`config.mk`:
```
export PLATFORM = sky130hd
export DESIGN_NAME = spi_frame_writer_flat
export DESIGN_NICKNAME = d
export VERILOG_FILES = /design/src/rtl/spi_frame_writer_if.sv /design/src/rtl/spi_frame_writer.sv /design/src/flat_wrapper.sv
export SDC_FILE = /design/constraint.sdc
export NUM_CORES = 1
export LEC_CHECK = 0
export ABC_AREA = 1
export CAP_MARGIN = 25
export CORE_MARGIN = 2
export CORE_UTILIZATION = 24
export DETAILED_ROUTE_END_ITERATION = 8
export PLACE_DENSITY = 0.44
export SLEW_MARGIN = 20
export SYNTH_ARGS = -nofsm -noshare
export SYNTH_HDL_FRONTEND = slang
export SYNTH_SLANG_ARGS = --single-unit
```
`constraint.sdc`:
```
create_clock -name clk -period 1.95 [get_ports clk]
set_input_delay 0.2925 -clock clk [delete_from_list [all_inputs] [get_ports clk]]
set_output_delay 0.2925 -clock clk [all_outputs]
set_load 0.05 [all_outputs]
```
`src/rtl/spi_frame_writer_if.sv`:
```
`default_nettype none
//------------------------------------------------------------------------------
// Module   : spi_frame_writer_if
// Brief    : Byte-stream input and framebuffer write bus for spi_frame_writer.
// Revision : 1.0 - initial release
//------------------------------------------------------------------------------
interface spi_frame_writer_if #(
  parameter int ADDR_W = 9
);
  logic [7:0]        in_data;
  logic              in_valid;
  logic              in_sot;
  logic              in_eot;
  logic [ADDR_W-1:0] fb_waddr;
  logic [23:0]       fb_wdata;
  logic              fb_we;
  logic              fb_wbank;
  logic              disp_bank;
  logic              flip;
  logic              ovf;

  modport master (
    output in_data, in_valid, in_sot, in_eot,
    input  fb_waddr, fb_wdata, fb_we, fb_wbank, disp_bank, flip, ovf
  );

  modport slave (
    input  in_data, in_valid, in_sot, in_eot,
    output fb_waddr, fb_wdata, fb_we, fb_wbank, disp_bank, flip, ovf
  );
endinterface
`default_nettype wire

```
`src/rtl/spi_frame_writer.sv`:
```
`default_nettype none
//------------------------------------------------------------------------------
// Module   : spi_frame_writer
// Brief    : Packs SPI bytes into 24-bit RGB pixels, writes them to the back bank
//            of a double-buffered framebuffer and flips banks at end of transfer.
//            Define SPI_FRAME_WRITER_FRAME_CHECK_EN to flip only on complete frames.
// Revision : 1.0 - initial release
//------------------------------------------------------------------------------
module spi_frame_writer #(
  parameter int WIDTH  = 32,
  parameter int HEIGHT = 16,
  parameter int ADDR_W = 9
) (
  input wire                clk,
  input wire                rst,
  spi_frame_writer_if.slave bus
`ifdef SPI_FRAME_WRITER_FRAME_CHECK_EN
  ,
  output logic              bad_frame
`endif
);

  localparam logic [1:0]      c_IDLE    = 2'd0;
  localparam logic [1:0]      c_RECV    = 2'd1;
  localparam logic [1:0]      c_FLIP    = 2'd2;
  localparam logic [ADDR_W:0] c_TOTAL   = (ADDR_W+1)'(WIDTH * HEIGHT);
  localparam logic [ADDR_W:0] c_CNT_ONE = (ADDR_W+1)'(1);

  logic [1:0]        r_state;
  logic [1:0]        r_byte_idx;
  logic [ADDR_W:0]   r_pix_cnt;
  logic [7:0]        r_red;
  logic [7:0]        r_green;
  logic [ADDR_W-1:0] r_waddr;
  logic [23:0]       r_wdata;
  logic              r_we;
  logic              r_disp_bank;
  logic              r_flip;
  logic              r_ovf;
  logic              w_start;
  logic              w_do_flip;

  // A start byte restarts the frame from IDLE or RECV, except when eot wins.
  assign w_start = bus.in_valid && bus.in_sot &&
                   ((r_state == c_IDLE) || ((r_state == c_RECV) && !bus.in_eot));

`ifdef SPI_FRAME_WRITER_FRAME_CHECK_EN
  logic r_bad_frame;
  assign w_do_flip = (r_pix_cnt == c_TOTAL) && (r_byte_idx == 2'd0) && !r_ovf;
  assign bad_frame = r_bad_frame;
`else
  assign w_do_flip = (r_pix_cnt != '0);
`endif

  always_ff @(posedge clk or negedge rst) begin
    if (!rst) begin
      r_state     <= c_IDLE;
      r_byte_idx  <= 2'd0;
      r_pix_cnt   <= '0;
      r_red       <= 8'd0;
      r_green     <= 8'd0;
      r_waddr     <= '0;
      r_wdata     <= 24'd0;
      r_we        <= 1'b0;
      r_disp_bank <= 1'b0;
      r_flip      <= 1'b0;
      r_ovf       <= 1'b0;
    end else begin
      r_we   <= 1'b0;
      r_flip <= 1'b0;
      if (w_start) begin
        r_state    <= c_RECV;
        r_red      <= bus.in_data;
        r_byte_idx <= 2'd1;
        r_pix_cnt  <= '0;
        r_ovf      <= 1'b0;
      end else begin
        case (r_state)
          c_RECV: begin
            if (bus.in_eot) begin
              r_byte_idx <= 2'd0;
              if (w_do_flip) begin
                r_state     <= c_FLIP;
                r_flip      <= 1'b1;
                r_disp_bank <= ~r_disp_bank;
              end else begin
                r_state <= c_IDLE;
              end
            end else if (bus.in_valid) begin
              case (r_byte_idx)
                2'd0: begin
                  r_red      <= bus.in_data;
                  r_byte_idx <= 2'd1;
                end
                2'd1: begin
                  r_green    <= bus.in_data;
                  r_byte_idx <= 2'd2;
                end
                default: begin
                  r_byte_idx <= 2'd0;
                  // Counter saturates at a full frame; extra pixels only flag overflow.
                  if (r_pix_cnt == c_TOTAL) begin
                    r_ovf <= 1'b1;
                  end else begin
                    r_we      <= 1'b1;
                    r_waddr   <= r_pix_cnt[ADDR_W-1:0];
                    r_wdata   <= {r_red, r_green, bus.in_data};
                    r_pix_cnt <= r_pix_cnt + c_CNT_ONE;
                  end
                end
              endcase
            end
          end
          c_FLIP:  r_state <= c_IDLE;
          default: r_state <= c_IDLE;
        endcase
      end
    end
  end

`ifdef SPI_FRAME_WRITER_FRAME_CHECK_EN
  always_ff @(posedge clk or negedge rst) begin
    if (!rst) begin
      r_bad_frame <= 1'b0;
    end else if ((r_state == c_RECV) && bus.in_eot) begin
      r_bad_frame <= !w_do_flip;
    end
  end
`endif

  assign bus.fb_waddr  = r_waddr;
  assign bus.fb_wdata  = r_wdata;
  assign bus.fb_we     = r_we;
  assign bus.fb_wbank  = ~r_disp_bank;
  assign bus.disp_bank = r_disp_bank;
  assign bus.flip      = r_flip;
  assign bus.ovf       = r_ovf;

endmodule
`default_nettype wire

```
`src/flat_wrapper.sv`:
```
// flat-port wrapper written by rule: the top's interface ports become plain ports
module spi_frame_writer_flat 
#(
  parameter int WIDTH  = 32,
  parameter int HEIGHT = 16,
  parameter int ADDR_W = 9
)
  (clk, rst, bus_in_data, bus_in_valid, bus_in_sot, bus_in_eot, bus_fb_waddr, bus_fb_wdata, bus_fb_we, bus_fb_wbank, bus_disp_bank, bus_flip, bus_ovf);
  spi_frame_writer_if #(.ADDR_W(ADDR_W)) bus_i ();
  input wire clk;
  input wire rst;
  input wire logic [$bits(bus_i.in_data)-1:0] bus_in_data;
  input wire logic [$bits(bus_i.in_valid)-1:0] bus_in_valid;
  input wire logic [$bits(bus_i.in_sot)-1:0] bus_in_sot;
  input wire logic [$bits(bus_i.in_eot)-1:0] bus_in_eot;
  output wire logic [$bits(bus_i.fb_waddr)-1:0] bus_fb_waddr;
  output wire logic [$bits(bus_i.fb_wdata)-1:0] bus_fb_wdata;
  output wire logic [$bits(bus_i.fb_we)-1:0] bus_fb_we;
  output wire logic [$bits(bus_i.fb_wbank)-1:0] bus_fb_wbank;
  output wire logic [$bits(bus_i.disp_bank)-1:0] bus_disp_bank;
  output wire logic [$bits(bus_i.flip)-1:0] bus_flip;
  output wire logic [$bits(bus_i.ovf)-1:0] bus_ovf;
  assign bus_i.in_data = bus_in_data;
  assign bus_i.in_valid = bus_in_valid;
  assign bus_i.in_sot = bus_in_sot;
  assign bus_i.in_eot = bus_in_eot;
  assign bus_fb_waddr = bus_i.fb_waddr;
  assign bus_fb_wdata = bus_i.fb_wdata;
  assign bus_fb_we = bus_i.fb_we;
  assign bus_fb_wbank = bus_i.fb_wbank;
  assign bus_disp_bank = bus_i.disp_bank;
  assign bus_flip = bus_i.flip;
  assign bus_ovf = bus_i.ovf;
  spi_frame_writer #(.WIDTH(WIDTH), .HEIGHT(HEIGHT), .ADDR_W(ADDR_W)) u_core (.clk(clk), .rst(rst), .bus(bus_i));
endmodule
```
==> out/metrics.yaml, run 1 <==
run_status:
  outcome: "completed"
route:
  vias: 2178
  via_per_inst: 4.09
  dr.pass1.iters: 4
  wl_met2_mm: 2.83
  m1WireLength_mm: 3.17
  routedWlPerCell_um: 12.2
  drc: 0
  wl_mm: 6.50
  wl_met3_um: 377
  highest_layer: "met4"
  drtIter0Drc: 126
  ant_nets: 0
sta:
  slew_headroom: 0.639
  maxSlewViolCount: 0
  final.setup.tns_ns: 0
  period_share: 0.929
  final_hold_viol_count: 0
  worst_slew_pin_slew_ns: 0.539
  clock_skew_ns: 0.00979
  setup_viol: 0
  max_freq_mhz: 552
  rsz0062_at_grt: "false"
  final.min_clock_period_ns: 1.81
floorplanning:
  die_y_um: 114
  dieArea_um2: 13000
  core_um2: 11900
  die_x_um: 114
  io_pins: 51
  start_util: 0.244
  rows: 40
cells_and_area:
  final_cell_mix: "nand2_1, dfrtp_1, clkdlybuf4s50_1"
  nNetsFinal: 395
  post-route-util: 0.327
  area_growth_pct: 34.0
  diodes: 0
  final_common_cell: "nand2_1"
  layout-drive-gt1-share: 0.127
  fin_cells: 532
yosys:
  ys_ff_latch: 67
  synth_top_area_share: 0.576
  synth_area_um2: 2910
  synth_area_leader_cell: "dfrtp_1"
  avgSynthCellArea_um2: 9.06
  syn_nets: 336
  synth-seq-area-share: 0.576
  synthDistinctLibCells: 26
  yosys-top-cells-area: "dfrtp_1, nand2_1, o21ai_1"
  yosysWarningCount: 0
  synthCells: 321
grt:
  grt_pass1_wl_mm: 10.4
  grt_overflow: 0
  grt_usage: 0.104
  grt_max_degree: 68
  grt_pass1_vias: 2065
  antenna_found_initial: 0
power:
  finalPower_uw: 4350
  leakage_uw: 0.00192
  power_density_nw_per_um2: 1110
  ir_drop_mv: 0.445
setup_path:
  critPathMaxFanout: 2
  path_buf_inv: 1
  crit_slowest_cell: "clkdlybuf4s50_1"
  cp-start-kind: "flip-flop"
  cp_data_arrival_time_ns: 1.52
  cp_data_required_time_ns: 1.66
  slowest_delay_ns: 0.82
  worstPathCellList: "clkdlybuf4s50_1"
  crit_family: "buffers and inverters"
  worstSetupPathType: "flip-flop to output port"
  end_kind: "output port"
clock_tree:
  post_cts_buffers: 0
  clk_latency_ns: 0.33
  cts.clk_slew.worst_paths_ns: 0.05
  cts_sinks: 67
  htreeDepth: 3
  cts_tree: "yes"
  cts_max_path_buffers: 2
  cts_buffers: 9
  cts_root_buf: "clkbuf_16"
placed_design:
  gp_congestion: 0.751
  dp_hpwl_mm: 4.43
  dp.cells: 515
  port_buffers: 50
worst_hold_path:
  hold_path_class: "flip-flop to flip-flop"
run:
  cap_violations: 0
==> path summary, 6_finish.rpt <==
| kind | endpoint | from | cells past startpoint | slack (ns) |
|---|---|---|---|---|
| min | u_core.bus.fb_wdata[14]$_DFFE_PN0P_ | u_core.r_green[6]$_DFFE_PN0P_ | 2 | 0.47 |
| min in group asynchronous | u_core.bus.fb_wdata[10]$_DFFE_PN0P_ | rst | 3 | 0.50 |
| max in group asynchronous | u_core.bus.fb_wdata[22]$_DFFE_PN0P_ | rst | 3 | 1.14 |
| max reg2reg | u_core.bus.fb_wdata[1]$_DFFE_PN0P_ | u_core.r_pix_cnt[0]$_DFFE_PN0P_ | 9 | 0.23 |
| max | bus_fb_wdata[14] | u_core.bus.fb_wdata[14]$_DFFE_PN0P_ | 1 | 0.14 |
| min reg2reg | u_core.bus.fb_wdata[14]$_DFFE_PN0P_ | u_core.r_green[6]$_DFFE_PN0P_ | 2 | 0.47 |
==> synthesized netlist by cell type, drive strengths merged <==
cell type and count:
ha 2, xor2 5, nand4 5, nor3b 1
nand3 11, a21oi 1, dfrtp 67, buf 11
o31ai 1, nor2 10, nand2 140, o21ai 37
nor3 1, inv 29
==> per-layer routing <==
layer  track usage  vias to the layer above
met1         0.147                     1005
li1              -                     1125
met5             0                        -
met4        0.0439                        0
met3        0.0312                        8
met2         0.148                       40
==> sequential cells by signal, indices dropped and copies added (netlist names) <==
signal                flops
u_core.r_byte_idx         2
u_core.r_green            8
u_core.r_red              8
u_core.r_state            2
u_core.bus.fb_waddr       9
u_core.bus.fb_wdata      24
u_core.bus.disp_bank      1
u_core.bus.fb_we          1
u_core.bus.ovf            1
u_core.bus.flip           1
u_core.r_pix_cnt         10
==> report_power, final <==
part,internal (uW),leakage (uW),switching (uW)
clock network,997,0.000146,621
logic,335,0.000868,627
registers,1630,0.000904,137
==> metrics by stage <==
stage                     hold slack, ns  cell area, um^2  setup WS, ns
after floorplan                 -0.00309             2910         0.531
after global placement             0.345             3590        0.0881
after detailed placement           0.350             3590        0.0673
after CTS                          0.475             3900         0.112
after global routing               0.492             3900        0.0811
final                              0.467             3900         0.139
==> layout make-up <==
cell class                      count  area (um^2)
Inverter                           29          111
Fill cell                        1227         8010
Clock inverter                      7         77.6
Timing Repair Buffer               59          588
Multi-Input combinational cell    214         1040
Tap cell                          147          184
Clock buffer                        9          225
Sequential cell                    67         1680
==> logic make-up after synthesis <==
| group | after synthesis | synth area share |
|---|---|---|
| DFF | 67 | 0.576 |
| buffers and inverters | 40 | 0.0675 |
| and+or+nand+nor | 168 | 0.250 |
| xor gates and xnor gates | 5 | 0.0151 |
| adders and majority gates | 2 | 0.00860 |
| AOI/OAI and AO/OA | 39 | 0.0822 |
==> worst reg2reg max path, cell delays in order, from the launching register on <==
cell     delay [ns]
dfrtp_1        0.40
inv_1          0.12
ha_1           0.16
nand3_1        0.12
nor2_2         0.20
nand2_2        0.11
nand3_4        0.10
buf_4          0.26
nand2_1        0.09
o21ai_1        0.09
==> repair_timing <==
action                                 CTS  global route
endpoints found under the hold margin   30             0
hold buffers                             1             0
gates resized for setup                  0             0
No activity file was read; power rests on OpenSTA's default activity.
==> run 2: changes to the inputs <==
--- a/config.mk
+++ b/config.mk
@@ -10,6 +10,7 @@
 export CORE_MARGIN = 2
 export CORE_UTILIZATION = 24
 export DETAILED_ROUTE_END_ITERATION = 8
+export GPL_TIMING_DRIVEN = 0
 export PLACE_DENSITY = 0.44
 export SLEW_MARGIN = 20
 export SYNTH_ARGS = -nofsm -noshare
==> run 2 against run 1 <==
Setup slack got worse by 0.083 ns. Hold slack got worse by 0.23 ns. Sequential power barely moved. Cell area rose by 0.67%. Critical path type unchanged. Largest cell class unchanged.
==> out/metrics.yaml, run 2 (synthesis gave the netlist of run 1 again) <==
run_status:
  outcome: "completed"  # unchanged
setup_path:
  cp_data_arrival_time_ns: 1.60  # was 1.52 ns
  end_kind: "output port"  # unchanged
  worstSetupPathType: "flip-flop to output port"  # unchanged
  rrSetupSlack_ns: 0.21  # was 0.23 ns
  critPathMaxFanout: 3  # was 2
  cp_data_required_time_ns: 1.66  # about the same
  cp-start-kind: "flip-flop"  # unchanged
floorplanning:
  die_x_um: 114  # unchanged
  core_um2: 11900  # unchanged
  dieArea_um2: 13000  # unchanged
  io_pins: 51  # unchanged
  rows: 40  # unchanged
  start_util: 0.244  # unchanged
  die_y_um: 114  # unchanged
clock_tree:
  htreeDepth: 3  # unchanged
  post_cts_resized: 0  # unchanged
  cts_tree: "yes"  # unchanged
  clk_latency_ns: 0.33  # about the same
  cts.clk_slew.worst_paths_ns: 0.05  # about the same
  cts_max_path_buffers: 2  # unchanged
  cts_buffers: 9  # unchanged
  cts_root_buf: "clkbuf_16"  # unchanged
  cts_sinks: 67  # unchanged
sta:
  slew_headroom: 0.662  # was 0.639
  max_freq_mhz: 528  # was 552 MHz
  setup_viol: 0  # unchanged
  final_hold_viol_count: 0  # unchanged
  clock_skew_ns: 0.0133  # was 0.00979 ns
  worst_slew_pin_slew_ns: 0.506  # was 0.539 ns
  final.min_clock_period_ns: 1.89  # was 1.81 ns
  period_share: 0.971  # was 0.929
  rsz0062_at_grt: "false"  # unchanged
  final.setup.tns_ns: 0  # unchanged
  hold-worst-slack_ns: 0.234  # was 0.467 ns
  maxSlewViolCount: 0  # unchanged
power:
  power_switching_uw: 1350  # was 1390 uW
  p_int_uw: 3030  # was 2960 uW
  pwr-share-comb: 0.221  # about the same
  power_density_nw_per_um2: 1120  # was 1110 nW/um^2
  p_seq_frac: 0.403  # was 0.406
  pwr-share-clk: 0.376  # was 0.372
  leakage_uw: 0.00193  # was 0.00192 uW
  sw_frac_of_total: 0.308  # was 0.319
  ir_drop_mv: 0.468  # was 0.445 mV
grt:
  antenna_found_initial: 0  # unchanged
  grt_overflow: 0  # unchanged
  grt_pass1_wl_mm: 11.7  # was 10.4 mm
  grt_usage: 0.117  # was 0.104
  grt_max_degree: 55  # was 68
  grt_pass1_vias: 2196  # was 2065
route:
  wl_mm: 7.07  # was 6.50 mm
  drc: 0  # unchanged
  via_per_inst: 4.21  # was 4.09
  drtIter0Drc: 74  # was 126
  ant_nets: 0  # unchanged
  vias: 2253  # was 2178
  dr.pass1.iters: 4  # unchanged
  routedWlPerCell_um: 13.2  # was 12.2 um
placed_design:
  dp.cells: 518  # was 515
  gp_congestion: 0.742  # was 0.751
  port_buffers: 49  # was 50
  dp_hpwl_mm: 4.95  # was 4.43 mm
cells_and_area:
  final_cell_mix: "nand2_1, dfrtp_1, clkdlybuf4s50_1"  # unchanged
  fin_cells: 535  # was 532
  layout-drive-gt1-share: 0.129  # was 0.127
  nFillCells: 1243  # was 1227
  nNetsFinal: 398  # was 395
  post-route-util: 0.330  # was 0.327
  largest_reg_flops: 24  # unchanged
  final_common_cell: "nand2_1"  # unchanged
  area_growth_pct: 34.9  # was 34.0%
  diodes: 0  # unchanged
run:
  cap_violations: 0  # unchanged
worst_hold_path:
  hold_path_class: "input pin to flip-flop"  # was flip-flop to flip-flop
[run 2: metal layers]
metal / global-route usage / vias up / wire length, um
met4: 0.0398 / 0 / 119
li1: - / 1134 / -
met1: 0.169 / 1065 / 3550
met3: 0.0296 / 8 / 276
met5: 0 / - / 0
met2: 0.169 / 46 / 3120
[run 2: cell type report]
class                      count  area [um^2]  share of cell area
clock buffer                  13          260              0.0663
timing repair buffer          51          526               0.134
buffer                        11         85.1              0.0217
tap                          147          184              0.0469
clock inverter                 3         46.3              0.0118
multi-input combinational    214         1040               0.264
inverter                      29          111              0.0284
sequential                    67         1680               0.427
[run 2: path summary, 6_finish.rpt]
| kind | from | end | depth (start not counted) |
|---|---|---|---|
| min reg2reg | u_core.r_red[1]$_DFFE_PN0P_ | u_core.bus.fb_wdata[17]$_DFFE_PN0P_ | 2 |
| min | bus_in_eot | u_core.r_state[0]$_DFFE_PN0P_ | 2 |
| max reg2reg | u_core.r_pix_cnt[0]$_DFFE_PN0P_ | u_core.bus.fb_wdata[10]$_DFFE_PN0P_ | 9 |
| max in group asynchronous | rst | u_core.r_pix_cnt[9]$_DFFE_PN0P_ | 3 |
| max | u_core.bus.disp_bank$_DFFE_PN0P_ | bus_fb_wbank | 2 |
| min in group asynchronous | rst | u_core.bus.fb_wdata[18]$_DFFE_PN0P_ | 2 |
[run 2: timing repair]
item / in CTS / in global routing
buffers inserted: 0 / 0
endpoints found under the hold margin: 13 / 0
hold buffers: 1 / 0
[run 2: metrics by stage]
stage	power (uW)	instance area (um^2)	setup WS, ns
4_1_cts	4440	3930	0.0371
3_3_place_gp	2750	3580	-1.84
6_report	4380	3930	0.0559
5_1_grt	4610	3930	0.00583
2_1_floorplan	2410	2910	0.531
3_5_place_dp	2770	3610	-0.0715
[run 2: power by group through the flow]
stage / clock [uW] / sequential (uW) / combinational [uW]
finish: 1650 / 1760 / 968
global route: 1760 / 1800 / 1050
CTS: 1690 / 1770 / 982
detailed placement: 0 / 1790 / 978
global placement: 0 / 1790 / 963
floorplan: 0 / 2090 / 323
[run 2: worst max-delay path, cell delays in order (launching register included)]
cell,delay (ns)
dfrtp_1,0.39
inv_1,0.09
clkdlybuf4s50_1,0.80
==> run 3: changes to the inputs <==
--- a/config.mk
+++ b/config.mk
@@ -7,7 +7,7 @@
 export LEC_CHECK = 0
 export ABC_AREA = 1
 export CAP_MARGIN = 25
-export CORE_MARGIN = 2
+export CORE_MARGIN = 5
 export CORE_UTILIZATION = 24
 export DETAILED_ROUTE_END_ITERATION = 8
 export GPL_TIMING_DRIVEN = 0
==> run 3 against run 2 <==
Largest power group unchanged. Sequential cell count unchanged. Total power increased by 1.9%. Critical path type unchanged. Sequential power about the same.
==> out/metrics.yaml, run 3 (synthesis gave the netlist of run 1 again) <==
setup_path:
  crit_slowest_cell: "clkdlybuf4s50_1"  # unchanged
  path_buf_inv: 1  # was 2
  end_kind: "output port"  # unchanged
  path_depth: 1  # was 2
  crit_family: "buffers and inverters"  # unchanged
  reg2reg_to: "u_core.bus.fb_waddr[1]$_DFFE_PN0P_"  # was u_core.bus.fb_wdata[10]$_DFFE_PN0P_
  cp-start-kind: "flip-flop"  # unchanged
  cp_data_required_time_ns: 1.66  # about the same
  r2r-start: "u_core.r_pix_cnt[0]$_DFFE_PN0P_"  # unchanged
  rrSetupSlack_ns: 0.21  # about the same
  slowest_delay_ns: 0.81  # was 0.80 ns
  cp_data_arrival_time_ns: 1.51  # was 1.60 ns
  critPathLaunch: "u_core.bus.fb_wdata[21]$_DFFE_PN0P_"  # was u_core.bus.disp_bank$_DFFE_PN0P_
  critPathMaxFanout: 2  # was 3
  crit_end: "bus_fb_wdata[21]"  # was bus_fb_wbank
  worstSetupPathType: "flip-flop to output port"  # unchanged
  rr_worst_depth: 8  # was 9
  worstPathCellList: "clkdlybuf4s50_1"  # was inv_1, clkdlybuf4s50_1
route:
  ant_nets: 0  # unchanged
  routedWlPerCell_um: 13.5  # was 13.2 um
  wl_mm: 7.21  # was 7.07 mm
  drc: 0  # unchanged
  dr.pass1.iters: 6  # was 4
  drtIter0Drc: 119  # was 74
  vias: 2241  # was 2253
  via_per_inst: 4.19  # was 4.21
cells_and_area:
  area_growth_pct: 35.4  # was 34.9%
  final_cell_mix: "nand2_1, dfrtp_1, clkdlybuf4s50_1"  # unchanged
  fin_cells: 535  # unchanged
  nNetsFinal: 398  # unchanged
  multiInputGateArea_um2: 1040  # unchanged
  largest_reg_flops: 24  # unchanged
  post-route-util: 0.329  # was 0.330
  diodes: 0  # unchanged
  final_common_cell: "nand2_1"  # unchanged
  layout-drive-gt1-share: 0.131  # was 0.129
  nFillCells: 1246  # was 1243
  seqCellArea_um2: 1680  # unchanged
placed_design:
  port_buffers: 49  # unchanged
  dp.cells: 518  # unchanged
  gp_congestion: 0.751  # was 0.742
  dp_hpwl_mm: 5.04  # was 4.95 mm
floorplanning:
  io_pins: 51  # unchanged
  die_y_um: 120  # was 114 um
  core_um2: 12000  # was 11900 um^2
  rows: 40  # unchanged
  dieArea_um2: 14400  # was 13000 um^2
  start_util: 0.243  # was 0.244
  die_x_um: 120  # was 114 um
worst_hold_path:
  hold_path_class: "input pin to flip-flop"  # unchanged
  min_from: "bus_in_eot"  # unchanged
grt:
  grt_overflow: 0  # unchanged
  grt_max_degree: 55  # unchanged
  grt_pass1_wl_mm: 12.1  # was 11.7 mm
  grt_pass1_vias: 2317  # was 2196
  antenna_found_initial: 0  # unchanged
  grt_usage: 0.107  # was 0.117
sta:
  maxSlewViolCount: 0  # unchanged
  final.min_clock_period_ns: 1.80  # was 1.89 ns
  period_share: 0.924  # was 0.971
  worst_slew_pin_slew_ns: 0.526  # was 0.506 ns
  slew_headroom: 0.648  # was 0.662
  rsz0062_at_grt: "false"  # unchanged
  max_freq_mhz: 555  # was 528 MHz
  clock_skew_ns: 0.00551  # was 0.0133 ns
  setup_viol: 0  # unchanged
  hold-worst-slack_ns: 0.235  # was 0.234 ns
  final.setup.tns_ns: 0  # unchanged
  final_hold_viol_count: 0  # unchanged
run_status:
  outcome: "completed"  # unchanged
clock_tree:
  cts_root_buf: "clkbuf_16"  # unchanged
  htreeDepth: 3  # unchanged
  clk_latency_ns: 0.32  # was 0.33 ns
  cts_max_path_buffers: 2  # unchanged
  cts.clk_slew.worst_paths_ns: 0.06  # was 0.05 ns
  cts_tree: "yes"  # unchanged
  cts_sinks: 67  # unchanged
  post_cts_buffers: 0  # unchanged
  cts_buffers: 9  # unchanged
run:
  cap_violations: 0  # unchanged
power:
  leakage_uw: 0.00193  # about the same
  ir_drop_mv: 0.397  # was 0.468 mV
  power_density_nw_per_um2: 1130  # was 1120 nW/um^2
run 3: cell count changes in the layout (fill, tap and decap cells not counted), sizes merged:
| cell | delta |
|---|---|
| clkdlybuf4s50 | -1 |
| bufinv | +1 |
| clkinvlp | +1 |
| inv | +1 |
| clkbuf | -3 |
| dlymetal6s2s | +1 |
run 3: cell type report:
cell class              instances  share of cell area
clock inverters                 6              0.0226
flip-flops and latches         67               0.426
well taps                     147              0.0467
inverters                      29              0.0283
multi-input cells             214               0.263
plain buffers                  11              0.0216
clock buffers                  10              0.0581
repair buffers                 51               0.134
run 3: repair_timing:
| action | in CTS | in global routing |
|---|---|---|
| resized for setup | 0 | 1 |
| hold endpoints to repair | 13 | 0 |
| hold buffers | 1 | 0 |
| setup endpoints to repair | 0 | 1 |
run 3: stage by stage:
stage          worst slack, ns  area (um^2)  power [uW]
2_1_floorplan            0.531         2910        2410
3_3_place_gp             -1.82         3580        2760
3_5_place_dp           -0.0734         3610        2770
4_1_cts                 0.0488         3940        4530
5_1_grt                 0.0371         3940        4690
6_report                 0.148         3940        4460
run 3: worst min path at each step:
stage | endpoint | slack (ns) | depth (start not counted)
after floorplan | u_core.bus.disp_bank$_DFFE_PN0P_ | -0.003 | 0
final | u_core.r_state[0]$_DFFE_PN0P_ | 0.23 | 2
after detailed placement | u_core.bus.fb_waddr[2]$_DFFE_PN0P_ | 0.17 | 1
after global routing | u_core.r_state[0]$_DFFE_PN0P_ | 0.24 | 2
after CTS | u_core.r_state[0]$_DFFE_PN0P_ | 0.23 | 2
after global placement | u_core.bus.fb_wdata[20]$_DFFE_PN0P_ | 0.45 | 2
run 3: power by group:
group          total, uW  switching [uW]  internal [uW]
clock network       1720             602           1120
registers           1770             139           1630
logic                966             629            337
run 3: routing by layer:
layer | GRT usage | wire [um]
met3 | 0.0269 | 348
met5 | 0 | 0
met2 | 0.165 | 3360
met4 | 0.0429 | 84
met1 | 0.143 | 3420
